--- src/rtl/video_modes_pkg.sv ---
// Video mode descriptions shared by the display path.
// Contents:
//   video_timing_t  - one raster mode: porches, sync widths and polarities
//   video_totals_t  - full line length and full frame height of a mode
//   calc_totals     - derives the totals from a video_timing_t
//   VMODE_*         - ready-made modes a parent can map onto the
//                     video_timing_gen parameters
package video_modes_pkg;

  typedef struct packed {
    logic [15:0] h_active;
    logic [15:0] h_front;
    logic [15:0] h_sync;
    logic [15:0] h_back;
    logic [15:0] v_active;
    logic [15:0] v_front;
    logic [15:0] v_sync;
    logic [15:0] v_back;
    logic        h_pol;
    logic        v_pol;
  } video_timing_t;

  typedef struct packed {
    logic [31:0] h_total;
    logic [31:0] v_total;
  } video_totals_t;

  // Standard 640x480 at 60 Hz, negative syncs.
  localparam video_timing_t VMODE_640X480_60 = '{
    h_active: 16'd640, h_front: 16'd16, h_sync: 16'd96, h_back: 16'd48,
    v_active: 16'd480, v_front: 16'd10, v_sync: 16'd2,  v_back: 16'd33,
    h_pol: 1'b0, v_pol: 1'b0
  };

  // Standard 800x600 at 60 Hz, positive syncs.
  localparam video_timing_t VMODE_800X600_60 = '{
    h_active: 16'd800, h_front: 16'd40, h_sync: 16'd128, h_back: 16'd88,
    v_active: 16'd600, v_front: 16'd1,  v_sync: 16'd4,   v_back: 16'd23,
    h_pol: 1'b1, v_pol: 1'b1
  };

  // Every region of a line (or frame) is counted once, so the total is the
  // plain sum of the four regions.
  function automatic video_totals_t calc_totals(input video_timing_t t);
    video_totals_t r;
    r.h_total = 32'(t.h_active) + 32'(t.h_front) + 32'(t.h_sync) + 32'(t.h_back);
    r.v_total = 32'(t.v_active) + 32'(t.v_front) + 32'(t.v_sync) + 32'(t.v_back);
    return r;
  endfunction

endpackage

--- src/rtl/video_timing_gen_sig_delay.sv ---
// sig_delay: fixed-length shift register with clock enable.
// Ports:
//   clk_i  - clock, rising edge
//   rst_i  - synchronous active-high reset, loads RESET_VAL into every stage
//   en_i   - clock enable; when low all stages hold
//   d_i    - WIDTH-bit input
//   q_o    - d_i delayed by DEPTH enabled cycles (DEPTH=0 is a wire)
module sig_delay #(
  parameter int              WIDTH     = 1,
  parameter int              DEPTH     = 1,
  parameter logic [WIDTH-1:0] RESET_VAL = '0
) (
  input  logic             clk_i,
  input  logic             rst_i,
  input  logic             en_i,
  input  logic [WIDTH-1:0] d_i,
  output logic [WIDTH-1:0] q_o
);

  if (DEPTH == 0) begin : g_passthrough
    // With no stages the control inputs have nothing to act on.
    logic unused_ctrl;
    assign unused_ctrl = ^{clk_i, rst_i, en_i};
    assign q_o = d_i;
  end else begin : g_pipe
    logic [WIDTH-1:0] stage_q [DEPTH];

    // Stage 0 takes the input, every later stage takes its predecessor.
    // Reset forces the deasserted level into the whole chain so nothing
    // stale leaks out after a mid-frame restart.
    always_ff @(posedge clk_i) begin
      if (rst_i) begin
        for (int i = 0; i < DEPTH; i++) begin
          stage_q[i] <= RESET_VAL;
        end
      end else if (en_i) begin
        stage_q[0] <= d_i;
        for (int i = 1; i < DEPTH; i++) begin
          stage_q[i] <= stage_q[i-1];
        end
      end
    end

    assign q_o = stage_q[DEPTH-1];
  end

endmodule

--- src/rtl/video_timing_gen.sv ---
// video_timing_gen: VGA raster timing generator for the clk_pixel domain.
// Ports:
//   clk_pixel    - pixel clock, rising edge
//   rst_pixel    - synchronous active-high reset
//   en           - clock enable, whole block holds when low
//   pos_x/pos_y  - raster coordinates, presented early for pixel fetch
//   active, line_start, frame_start - flags aligned with pos_x/pos_y
//   hsync, vsync, de - sync and data enable, SYNC_DELAY cycles behind pos
//   frame_count  - completed frames since reset, wrapping
module video_timing_gen
  import video_modes_pkg::*;
#(
  parameter int H_ACTIVE    = 640,
  parameter int H_FRONT     = 16,
  parameter int H_SYNC      = 96,
  parameter int H_BACK      = 48,
  parameter int V_ACTIVE    = 480,
  parameter int V_FRONT     = 10,
  parameter int V_SYNC      = 2,
  parameter int V_BACK      = 33,
  parameter int HSYNC_POL   = 0,
  parameter int VSYNC_POL   = 0,
  parameter int SYNC_DELAY  = 2,
  parameter int COORD_W     = 12,
  parameter int FRAME_CNT_W = 16
) (
  input  logic                   clk_pixel,
  input  logic                   rst_pixel,
  input  logic                   en,
  output logic [COORD_W-1:0]     pos_x,
  output logic [COORD_W-1:0]     pos_y,
  output logic                   active,
  output logic                   line_start,
  output logic                   frame_start,
  output logic                   hsync,
  output logic                   vsync,
  output logic                   de,
  output logic [FRAME_CNT_W-1:0] frame_count
);

  localparam video_timing_t TIMING = '{
    h_active: 16'(H_ACTIVE), h_front: 16'(H_FRONT),
    h_sync:   16'(H_SYNC),   h_back:  16'(H_BACK),
    v_active: 16'(V_ACTIVE), v_front: 16'(V_FRONT),
    v_sync:   16'(V_SYNC),   v_back:  16'(V_BACK),
    h_pol: (HSYNC_POL != 0), v_pol: (VSYNC_POL != 0)
  };
  localparam video_totals_t TOTALS = calc_totals(TIMING);
  localparam int H_TOTAL = int'(TOTALS.h_total);
  localparam int V_TOTAL = int'(TOTALS.v_total);

  if (H_ACTIVE < 1 || H_FRONT < 1 || H_SYNC < 1 || H_BACK < 1 ||
      V_ACTIVE < 1 || V_FRONT < 1 || V_SYNC < 1 || V_BACK < 1 ||
      SYNC_DELAY < 0 ||
      (COORD_W < 31 && (H_TOTAL > (1 << COORD_W) || V_TOTAL > (1 << COORD_W)))) begin : g_bad_params
    $error("video_timing_gen: illegal timing parameters");
  end

  localparam logic                HS_ON    = TIMING.h_pol;
  localparam logic                VS_ON    = TIMING.v_pol;
  localparam logic [COORD_W-1:0]  X_LAST   = COORD_W'(H_TOTAL - 1);
  localparam logic [COORD_W-1:0]  Y_LAST   = COORD_W'(V_TOTAL - 1);
  localparam logic [COORD_W-1:0]  X_ACT    = COORD_W'(H_ACTIVE);
  localparam logic [COORD_W-1:0]  Y_ACT    = COORD_W'(V_ACTIVE);
  localparam logic [COORD_W-1:0]  HS_FIRST = COORD_W'(H_ACTIVE + H_FRONT);
  localparam logic [COORD_W-1:0]  HS_LAST  = COORD_W'(H_ACTIVE + H_FRONT + H_SYNC - 1);
  localparam logic [COORD_W-1:0]  VS_FIRST = COORD_W'(V_ACTIVE + V_FRONT);
  localparam logic [COORD_W-1:0]  VS_LAST  = COORD_W'(V_ACTIVE + V_FRONT + V_SYNC - 1);

  logic                   started_q;
  logic [COORD_W-1:0]     posX_q, posX_d;
  logic [COORD_W-1:0]     posY_q, posY_d;
  logic [FRAME_CNT_W-1:0] frameCount_q, frameCount_d;
  logic                   active_q, lineStart_q, frameStart_q;
  logic                   hsAligned_q, vsAligned_q;
  logic                   active_d, lineStart_d, frameStart_d;
  logic                   hsAligned_d, vsAligned_d;
  logic [2:0]             syncDelayed;

  // Next raster position. The first enabled edge after reset only presents
  // (0,0) with its flags; counting starts on the edge after that, hence the
  // started_q gate.
  always_comb begin
    posX_d       = posX_q;
    posY_d       = posY_q;
    frameCount_d = frameCount_q;
    if (started_q) begin
      if (posX_q == X_LAST) begin
        posX_d = '0;
        if (posY_q == Y_LAST) begin
          posY_d       = '0;
          frameCount_d = frameCount_q + 1'b1;
        end else begin
          posY_d = posY_q + 1'b1;
        end
      end else begin
        posX_d = posX_q + 1'b1;
      end
    end
  end

  // Flags are decoded from the next position so they register together
  // with it. vsync depends on the row only, so it can only change when the
  // row changes, i.e. where pos_x returns to 0.
  always_comb begin
    active_d     = (posX_d < X_ACT) && (posY_d < Y_ACT);
    lineStart_d  = (posX_d == '0);
    frameStart_d = (posX_d == '0) && (posY_d == '0);
    hsAligned_d  = ((posX_d >= HS_FIRST) && (posX_d <= HS_LAST)) ? HS_ON : ~HS_ON;
    vsAligned_d  = ((posY_d >= VS_FIRST) && (posY_d <= VS_LAST)) ? VS_ON : ~VS_ON;
  end

  // Raster state. Reset wins over the enable; with en low every register,
  // including the strobes, holds its value.
  always_ff @(posedge clk_pixel) begin
    if (rst_pixel) begin
      started_q    <= 1'b0;
      posX_q       <= '0;
      posY_q       <= '0;
      frameCount_q <= '0;
      active_q     <= 1'b0;
      lineStart_q  <= 1'b0;
      frameStart_q <= 1'b0;
      hsAligned_q  <= ~HS_ON;
      vsAligned_q  <= ~VS_ON;
    end else if (en) begin
      started_q    <= 1'b1;
      posX_q       <= posX_d;
      posY_q       <= posY_d;
      frameCount_q <= frameCount_d;
      active_q     <= active_d;
      lineStart_q  <= lineStart_d;
      frameStart_q <= frameStart_d;
      hsAligned_q  <= hsAligned_d;
      vsAligned_q  <= vsAligned_d;
    end
  end

  // Sync and DE trail the coordinates so they line up with the pixel that
  // the downstream fetch returns for those coordinates.
  sig_delay #(
    .WIDTH     (3),
    .DEPTH     (SYNC_DELAY),
    .RESET_VAL ({~HS_ON, ~VS_ON, 1'b0})
  ) u_sync_delay (
    .clk_i (clk_pixel),
    .rst_i (rst_pixel),
    .en_i  (en),
    .d_i   ({hsAligned_q, vsAligned_q, active_q}),
    .q_o   (syncDelayed)
  );

  assign pos_x       = posX_q;
  assign pos_y       = posY_q;
  assign frame_count = frameCount_q;
  assign active      = active_q;
  assign line_start  = lineStart_q;
  assign frame_start = frameStart_q;
  assign hsync       = syncDelayed[2];
  assign vsync       = syncDelayed[1];
  assign de          = syncDelayed[0];

endmodule
--- config.mk ---
export PLATFORM = sky130hd
export DESIGN_NAME = video_timing_gen
export DESIGN_NICKNAME = d
export VERILOG_FILES = /design/src/rtl/video_modes_pkg.sv /design/src/rtl/video_timing_gen_sig_delay.sv /design/src/rtl/video_timing_gen.sv
export SDC_FILE = /design/constraint.sdc
export NUM_CORES = 1
export LEC_CHECK = 0
export ABC_CLOCK_PERIOD_IN_PS = 3500
export BUFFER_PORTS_ARGS = -buffer_cell sky130_fd_sc_hd__buf_2
export CORE_ASPECT_RATIO = 0.9
export CORE_MARGIN = 8
export CORE_UTILIZATION = 35
export CTS_CLUSTER_SIZE = 25
export DETAILED_ROUTE_END_ITERATION = 10
export PLACE_DENSITY = 0.54
export RECOVER_POWER = 25
export SYNTH_ARGS = -nofsm -noshare
export SYNTH_HDL_FRONTEND = slang
export SYNTH_SLANG_ARGS = --single-unit
--- constraint.sdc ---
create_clock -name clk_pixel -period 3.5 [get_ports clk_pixel]
set_input_delay 1.05 -clock clk_pixel [delete_from_list [all_inputs] [get_ports clk_pixel]]
set_output_delay 1.05 -clock clk_pixel [all_outputs]
set_load 0.1 [all_outputs]
==> impl_metrics.toml, run 1 <==
[logic_synthesis]
ys_top_cells_by_area = "sky130_fd_sc_hd__dfxtp_1 30%, sky130_fd_sc_hd__edfxtp_1 5.9%, sky130_fd_sc_hd__nor2_1 5.6%"
synth_cell_type_count = 62
synth_sequential_area_ratio_pct = 36.2
yosysTopAreaCellShare_pct = 30.3
syn_area_cell_sq_um = 8.17
net_count_synth = 379
synth_enable_flop_cells = 6
cell_area_after_technology_mapping_sq_um = 3040
yosysTopAreaCell = "sky130_fd_sc_hd__dfxtp_1"
synth_async_sr_flop_share_pct = 0
ys_warn_count = 0
postSynthCellCount = 372
dominantRegCellSynth = "sky130_fd_sc_hd__dfxtp_1"
post_synthesis_sequential_element_count = 52

[route]
wl_um = 8320
post-route-drc-count = 0
drt-pass1-iter-count = 4
overall_via_count_from_detail_route = 2928
detail_route.iter0.violations = 210
avgRoutedWirePerCell_um = 15.5
ant_nets = 0
post_drt_via_cell_ratio = 5.47

[critical_path]
critical_path.endpoint_type = "flop"
critical-path-top-cell-by-count = "sky130_fd_sc_hd__clkbuf_1"
worstPathBufferInverterCount = 2
worst-endpoint-arrival_ns = 3.09
critical_path.cell_chain = "clkbuf_1 -> clkbuf_1 -> nor2_1 -> and2_1"
critical_path_peak_fanout = 41
startpoint_type = "input pin"
critPathSlowestCell = "sky130_fd_sc_hd__clkbuf_1"
worst_ep_required_time_ns = 3.57
critical_path_max_stage_delay_ns = 1.40
critPathTopFamily = "buffers and inverters"
timing_worst_setup_path_type = "input pin to flop"

[power_and_ir_drop]
p_per_area_nw_per_um2 = 309
total_leakage_power_nw = 1.19
power.ir.vdd_worst_mv = 0.151
report.power.total_mw = 1.07

[cts]
clock_sinks = 52
cts_made_buffers = 5
cts_tree = "yes"
worst_skew_pair.late_latency_ns = 0.31
cts.path.max_buffers = 2
hold_buffers = 0
postCtsSetupBuffers = 0
clk_pin_slew_ns = 0.09
cts_repair_resize_count = 0
htree_num_levels = 2
clk_root_buffer_cell = "sky130_fd_sc_hd__clkbuf_8"

[grt]
grt_remaining_overflow = 0
grt_start_max_net_pins = 42
grt_pass1_vias = 2740
antenna_found_initial = 0
grt_first_pass_wirelength_um = 13900
track_usage_pct = 14.0

[placement]
detailedPlace.worstSlack_ns = 0.631
placement.io_buffers = 48
detailed_place_hpwl_um = 6090
finalWeightedCongestion = 0.865

[sta]
setup_total_negative_slack_ns = 0
max_freq_mhz = 331
setup_viol_count_final = 0
tightestPinTransition_ns = 1.91
worst_slack_ns = 0.478
rsz_0062_raised_after_global_routing = "false"
finalHoldViolations = 0
final.setup_skew_ns = 0.00922
period_share_pct = 86.4
slew_viol_final = 42
slew_headroom_pct = -27.3
fin_crit_ns = 3.02

[die]
core_region_area_sq_um = 8490
initial_core_utilization_pct = 35.8
die_h_um = 104
placement_rows = 32
floorplan.die.width_um = 114
pin_count = 49
design.die.area_sq_um = 11900

[min_path]
timing.hold.worst.class = "flop to flop"

[outcome]
run_status = "complete, but fails checks"
violations = "max-capacitance violations, max-slew violations"

[finish]
area_growth_syn_to_layout_pct = 13.9
drive_above_1_share_pct = 16.3
layout.nets = 422
most-common-layout-cells = "46 x sky130_fd_sc_hd__dfxtp_1, 45 x sky130_fd_sc_hd__nor2_1, 36 x sky130_fd_sc_hd__buf_2, 31 x sky130_fd_sc_hd__nand2_1"
antenna_cells_inserted = 0
commonest_non_fill_non_tap_cell_in_the_layout = "sky130_fd_sc_hd__dfxtp_1"

[job]
max_cap_violations = 1
-- stage by stage --
step	utilization [%]	cells	instance area (sq um)	hold WS (ns)
floorplan	-	372	3040	0.438
global placement	39.9	527	3390	0.432
detailed placement	39.9	527	3390	0.433
CTS	41.0	535	3480	0.448
global route	40.8	535	3460	0.506
finish	40.8	535	3460	0.447
-- final timing paths --
path | from | to | slack [ns] | cells past startpoint
setup / recovery | rst_pixel | u_sync_delay.g_pipe.stage_q[0][0]$_SDFFCE_PN0P_ | 0.48 | 4
hold / removal | line_start$_SDFFE_PP0P_ | line_start$_SDFFE_PP0P_ | 0.45 | 2
setup reg to reg | pos_x[0]$_SDFFE_PP0P_ | frame_count[13]$_SDFFE_PP0P_ | 0.52 | 7
hold reg to reg | line_start$_SDFFE_PP0P_ | line_start$_SDFFE_PP0P_ | 0.45 | 2
-- worst min-delay path, stage by stage, from the launching register on --
cell                      delay [ns]
sky130_fd_sc_hd__dfxtp_1        0.32
sky130_fd_sc_hd__nand2_1        0.05
sky130_fd_sc_hd__nand2_1        0.04
-- per-layer routing --
layer	track usage (%)	vias to the layer above	wire length (um)
met1	19.3	1357	4060
met4	4.56	0	78
met3	3.02	6	508
met5	0	-	0
met2	20.9	101	3680
li1	-	1464	-
-- flip-flops by register name, indices dropped and copies added, names as in the netlist --
signal                       count
hsAligned_q                      1
active                           1
frame_start                      1
pos_x                           12
u_sync_delay.g_pipe.stage_q      6
pos_y                           12
frame_count                     16
line_start                       1
started_q                        1
vsAligned_q                      1
-- kinds of logic after synthesis --
group,share of synthesized area [%]
fa+ha+maj,1.65
flops,36.2
simple gates,34.6
buf+inv,3.99
compound gates,15.4
mux,1.77
xor+xnor,6.34
-- where the power goes --
group	internal, mW	switching [mW]
logic	0.0134	0.0686
registers	0.609	0.00926
clock network	0.161	0.207
total	0.784	0.285
-- area by class of cell --
| class | instances | area (sq um) |
|---|---|---|
| Tap cell | 119 | 149 |
| Fill cell | 928 | 5030 |
| Timing Repair Buffer | 54 | 263 |
| Clock buffer | 7 | 86.3 |
| Multi-Input combinational cell | 292 | 1820 |
| Inverter | 10 | 37.5 |
| Clock inverter | 1 | 7.51 |
| Sequential cell | 52 | 1100 |
-- synth_stat cells (all sizes together), types with 2 or more instances --
master and instances:
a2111oi 3, a211oi 2, a21oi 23, a311oi 3
a31oi 3, a32oi 2, and2 5, and3 6
and4 3, buf 4, clkbuf 14, dfxtp 46
edfxtp 6, ha 4, inv 10, mux2 3
mux2i 2, nand2 31, nand2b 2, nand3 24
nand3b 2, nand4 15, nand4b 3, nor2 47
nor2b 3, nor3 10, nor4 11, o211ai 2
o21ai 19, o31ai 6, or2 6, or3 7
or4 8, xnor2 15, xor2 7
Note: power is estimated with default switching activity, not from simulation.
==> run 2: changes to the inputs <==
--- a/config.mk
+++ b/config.mk
@@ -6,7 +6,7 @@
 export NUM_CORES = 1
 export LEC_CHECK = 0
 export ABC_CLOCK_PERIOD_IN_PS = 3500
-export BUFFER_PORTS_ARGS = -buffer_cell sky130_fd_sc_hd__buf_2
+export BUFFER_PORTS_ARGS = -buffer_cell sky130_fd_sc_hd__buf_4
 export CORE_ASPECT_RATIO = 0.9
 export CORE_MARGIN = 8
 export CORE_UTILIZATION = 35
==> run 2 against run 1 <==
Net effect: the run now ends clean; register-to-register slack about the same; power increased by 0.62%; sequential share of layout area decreased by 0.66 points; critical endpoint is now vsAligned_q$_SDFFE_PP1P_; non-clock buffer count decreased by 2; core utilization increased by 0.87 points; clock skew increased by 0.0011 ns; combinational power about the same; sequential cell count unchanged; highest routed layer unchanged; count of clock-buffer cells in the layout decreased by 2.
==> impl_metrics.toml, run 2 (synthesis results as in run 1) <==
[finish]
drive_above_1_share_pct = 16.2
antenna_cells_inserted = 0
post_layout_nonfiller_instances = 533
fillCellCount = 913
final_cell_area_sq_um = 3530
postLayoutCoreUtil_pct = 41.6
area_growth_syn_to_layout_pct = 16.3
largest_register_ffs = 16
layout.nets = 420
commonest_non_fill_non_tap_cell_in_the_layout = "sky130_fd_sc_hd__dfxtp_1"
most-common-layout-cells = "46 x sky130_fd_sc_hd__dfxtp_1, 45 x sky130_fd_sc_hd__nor2_1, 39 x sky130_fd_sc_hd__buf_4, 31 x sky130_fd_sc_hd__nand2_1"

[cts]
clk_root_buffer_cell = "sky130_fd_sc_hd__clkbuf_8"
cts.path.max_buffers = 2
clock_sinks = 52
clk_pin_slew_ns = 0.11
postCtsSetupBuffers = 0
cts_repair_resize_count = 0
htree_num_levels = 2
cts_made_buffers = 5
worst_skew_pair.late_latency_ns = 0.32
hold_buffers = 0
cts_tree = "yes"

[critical_path]
startpoint_type = "flop"
critical_path_peak_fanout = 12
critical_path.endpoint_type = "flop"
worst-endpoint-arrival_ns = 3.19
worst_ep_required_time_ns = 3.71
timing_worst_setup_path_type = "flop to flop"

[placement]
placement.io_buffers = 48
dp_cells = 525
placed_area_sq_um = 3490
detailed_place_hpwl_um = 6020
finalWeightedCongestion = 0.860

[power_and_ir_drop]
power.ir.vdd_worst_mv = 0.145
report.power.total_mw = 1.08
total_leakage_power_nw = 1.18
p_per_area_nw_per_um2 = 304

[sta]
slew_headroom_pct = 21.7
tightestPinTransition_ns = 1.18
max_freq_mhz = 335
period_share_pct = 85.2
finalHoldViolations = 0
rsz_0062_raised_after_global_routing = "false"
setup_viol_count_final = 0
setup_total_negative_slack_ns = 0
slew_viol_final = 0
fin_crit_ns = 2.98
final.setup_skew_ns = 0.0104

[grt]
grt_remaining_overflow = 0
grt_start_max_net_pins = 44
track_usage_pct = 13.9
grt_pass1_vias = 2662
antenna_found_initial = 0
grt_first_pass_wirelength_um = 13800

[route]
wl_um = 8330
detail_route.iter0.violations = 137
post_drt_via_cell_ratio = 5.41
drt-pass1-iter-count = 4
overall_via_count_from_detail_route = 2886
avgRoutedWirePerCell_um = 15.6
post-route-drc-count = 0
ant_nets = 0

[die]
die_h_um = 104
design.die.area_sq_um = 11900
pin_count = 49
initial_core_utilization_pct = 35.8
core_region_area_sq_um = 8490
placement_rows = 32
floorplan.die.width_um = 114

[outcome]
run_status = "complete, no violations"

[job]
max_cap_violations = 0

[min_path]
timing.hold.worst.class = "flop to flop"
## run 2: per-layer routing
layer	vias to the layer above	share of wire [%]	GRT usage, %
li1	1459	-	-
met1	1341	51	20.1
met4	0	1.3	3.99
met5	-	0	0
met3	9	4.9	2.84
met2	77	43	20.1
## run 2: path summary, 6_finish.rpt
| kind | startpoint | endpoint | slack, ns | cells past startpoint |
|---|---|---|---|---|
| worst max-delay path | pos_x[5]$_SDFFE_PP0P_ | vsAligned_q$_SDFFE_PP1P_ | 0.52 | 6 |
| worst min register to register | line_start$_SDFFE_PP0P_ | line_start$_SDFFE_PP0P_ | 0.46 | 2 |
| worst min-delay path | line_start$_SDFFE_PP0P_ | line_start$_SDFFE_PP0P_ | 0.46 | 2 |
| worst max register to register | pos_x[5]$_SDFFE_PP0P_ | vsAligned_q$_SDFFE_PP1P_ | 0.52 | 6 |
## run 2: critical path, stage by stage (launching register included)
cell,delay [ns]
sky130_fd_sc_hd__dfxtp_1,0.42
sky130_fd_sc_hd__or4_1,0.68
sky130_fd_sc_hd__or2_0,0.48
sky130_fd_sc_hd__nor4_1,0.39
sky130_fd_sc_hd__nor2_1,0.09
sky130_fd_sc_hd__or4_1,0.47
sky130_fd_sc_hd__o32a_1,0.34
## run 2: area by class of cell
type | instances | area, sq um | area share, %
repair buffers | 52 | 342 | 9.67
clock buffers | 5 | 68.8 | 1.95
well taps | 119 | 149 | 4.21
clock inverters | 3 | 23.8 | 0.673
inverters | 10 | 37.5 | 1.06
multi-input cells | 292 | 1810 | 51.3
flip-flops and latches | 52 | 1100 | 31.2
## run 2: through the flow
stage | hold WS, ns | setup WS [ns]
2_1_floorplan | 0.438 | 0.0985
3_3_place_gp | 0.437 | 0.640
3_5_place_dp | 0.436 | 0.563
4_1_cts | 0.452 | 0.530
5_1_grt | 0.497 | 0.297
6_report | 0.457 | 0.518
## run 2: where the power goes
group	total [mW]	internal, mW	switching, mW
Sequential	0.618	0.609	0.00894
Clock	0.375	0.147	0.228
Combinational	0.0821	0.0144	0.0677
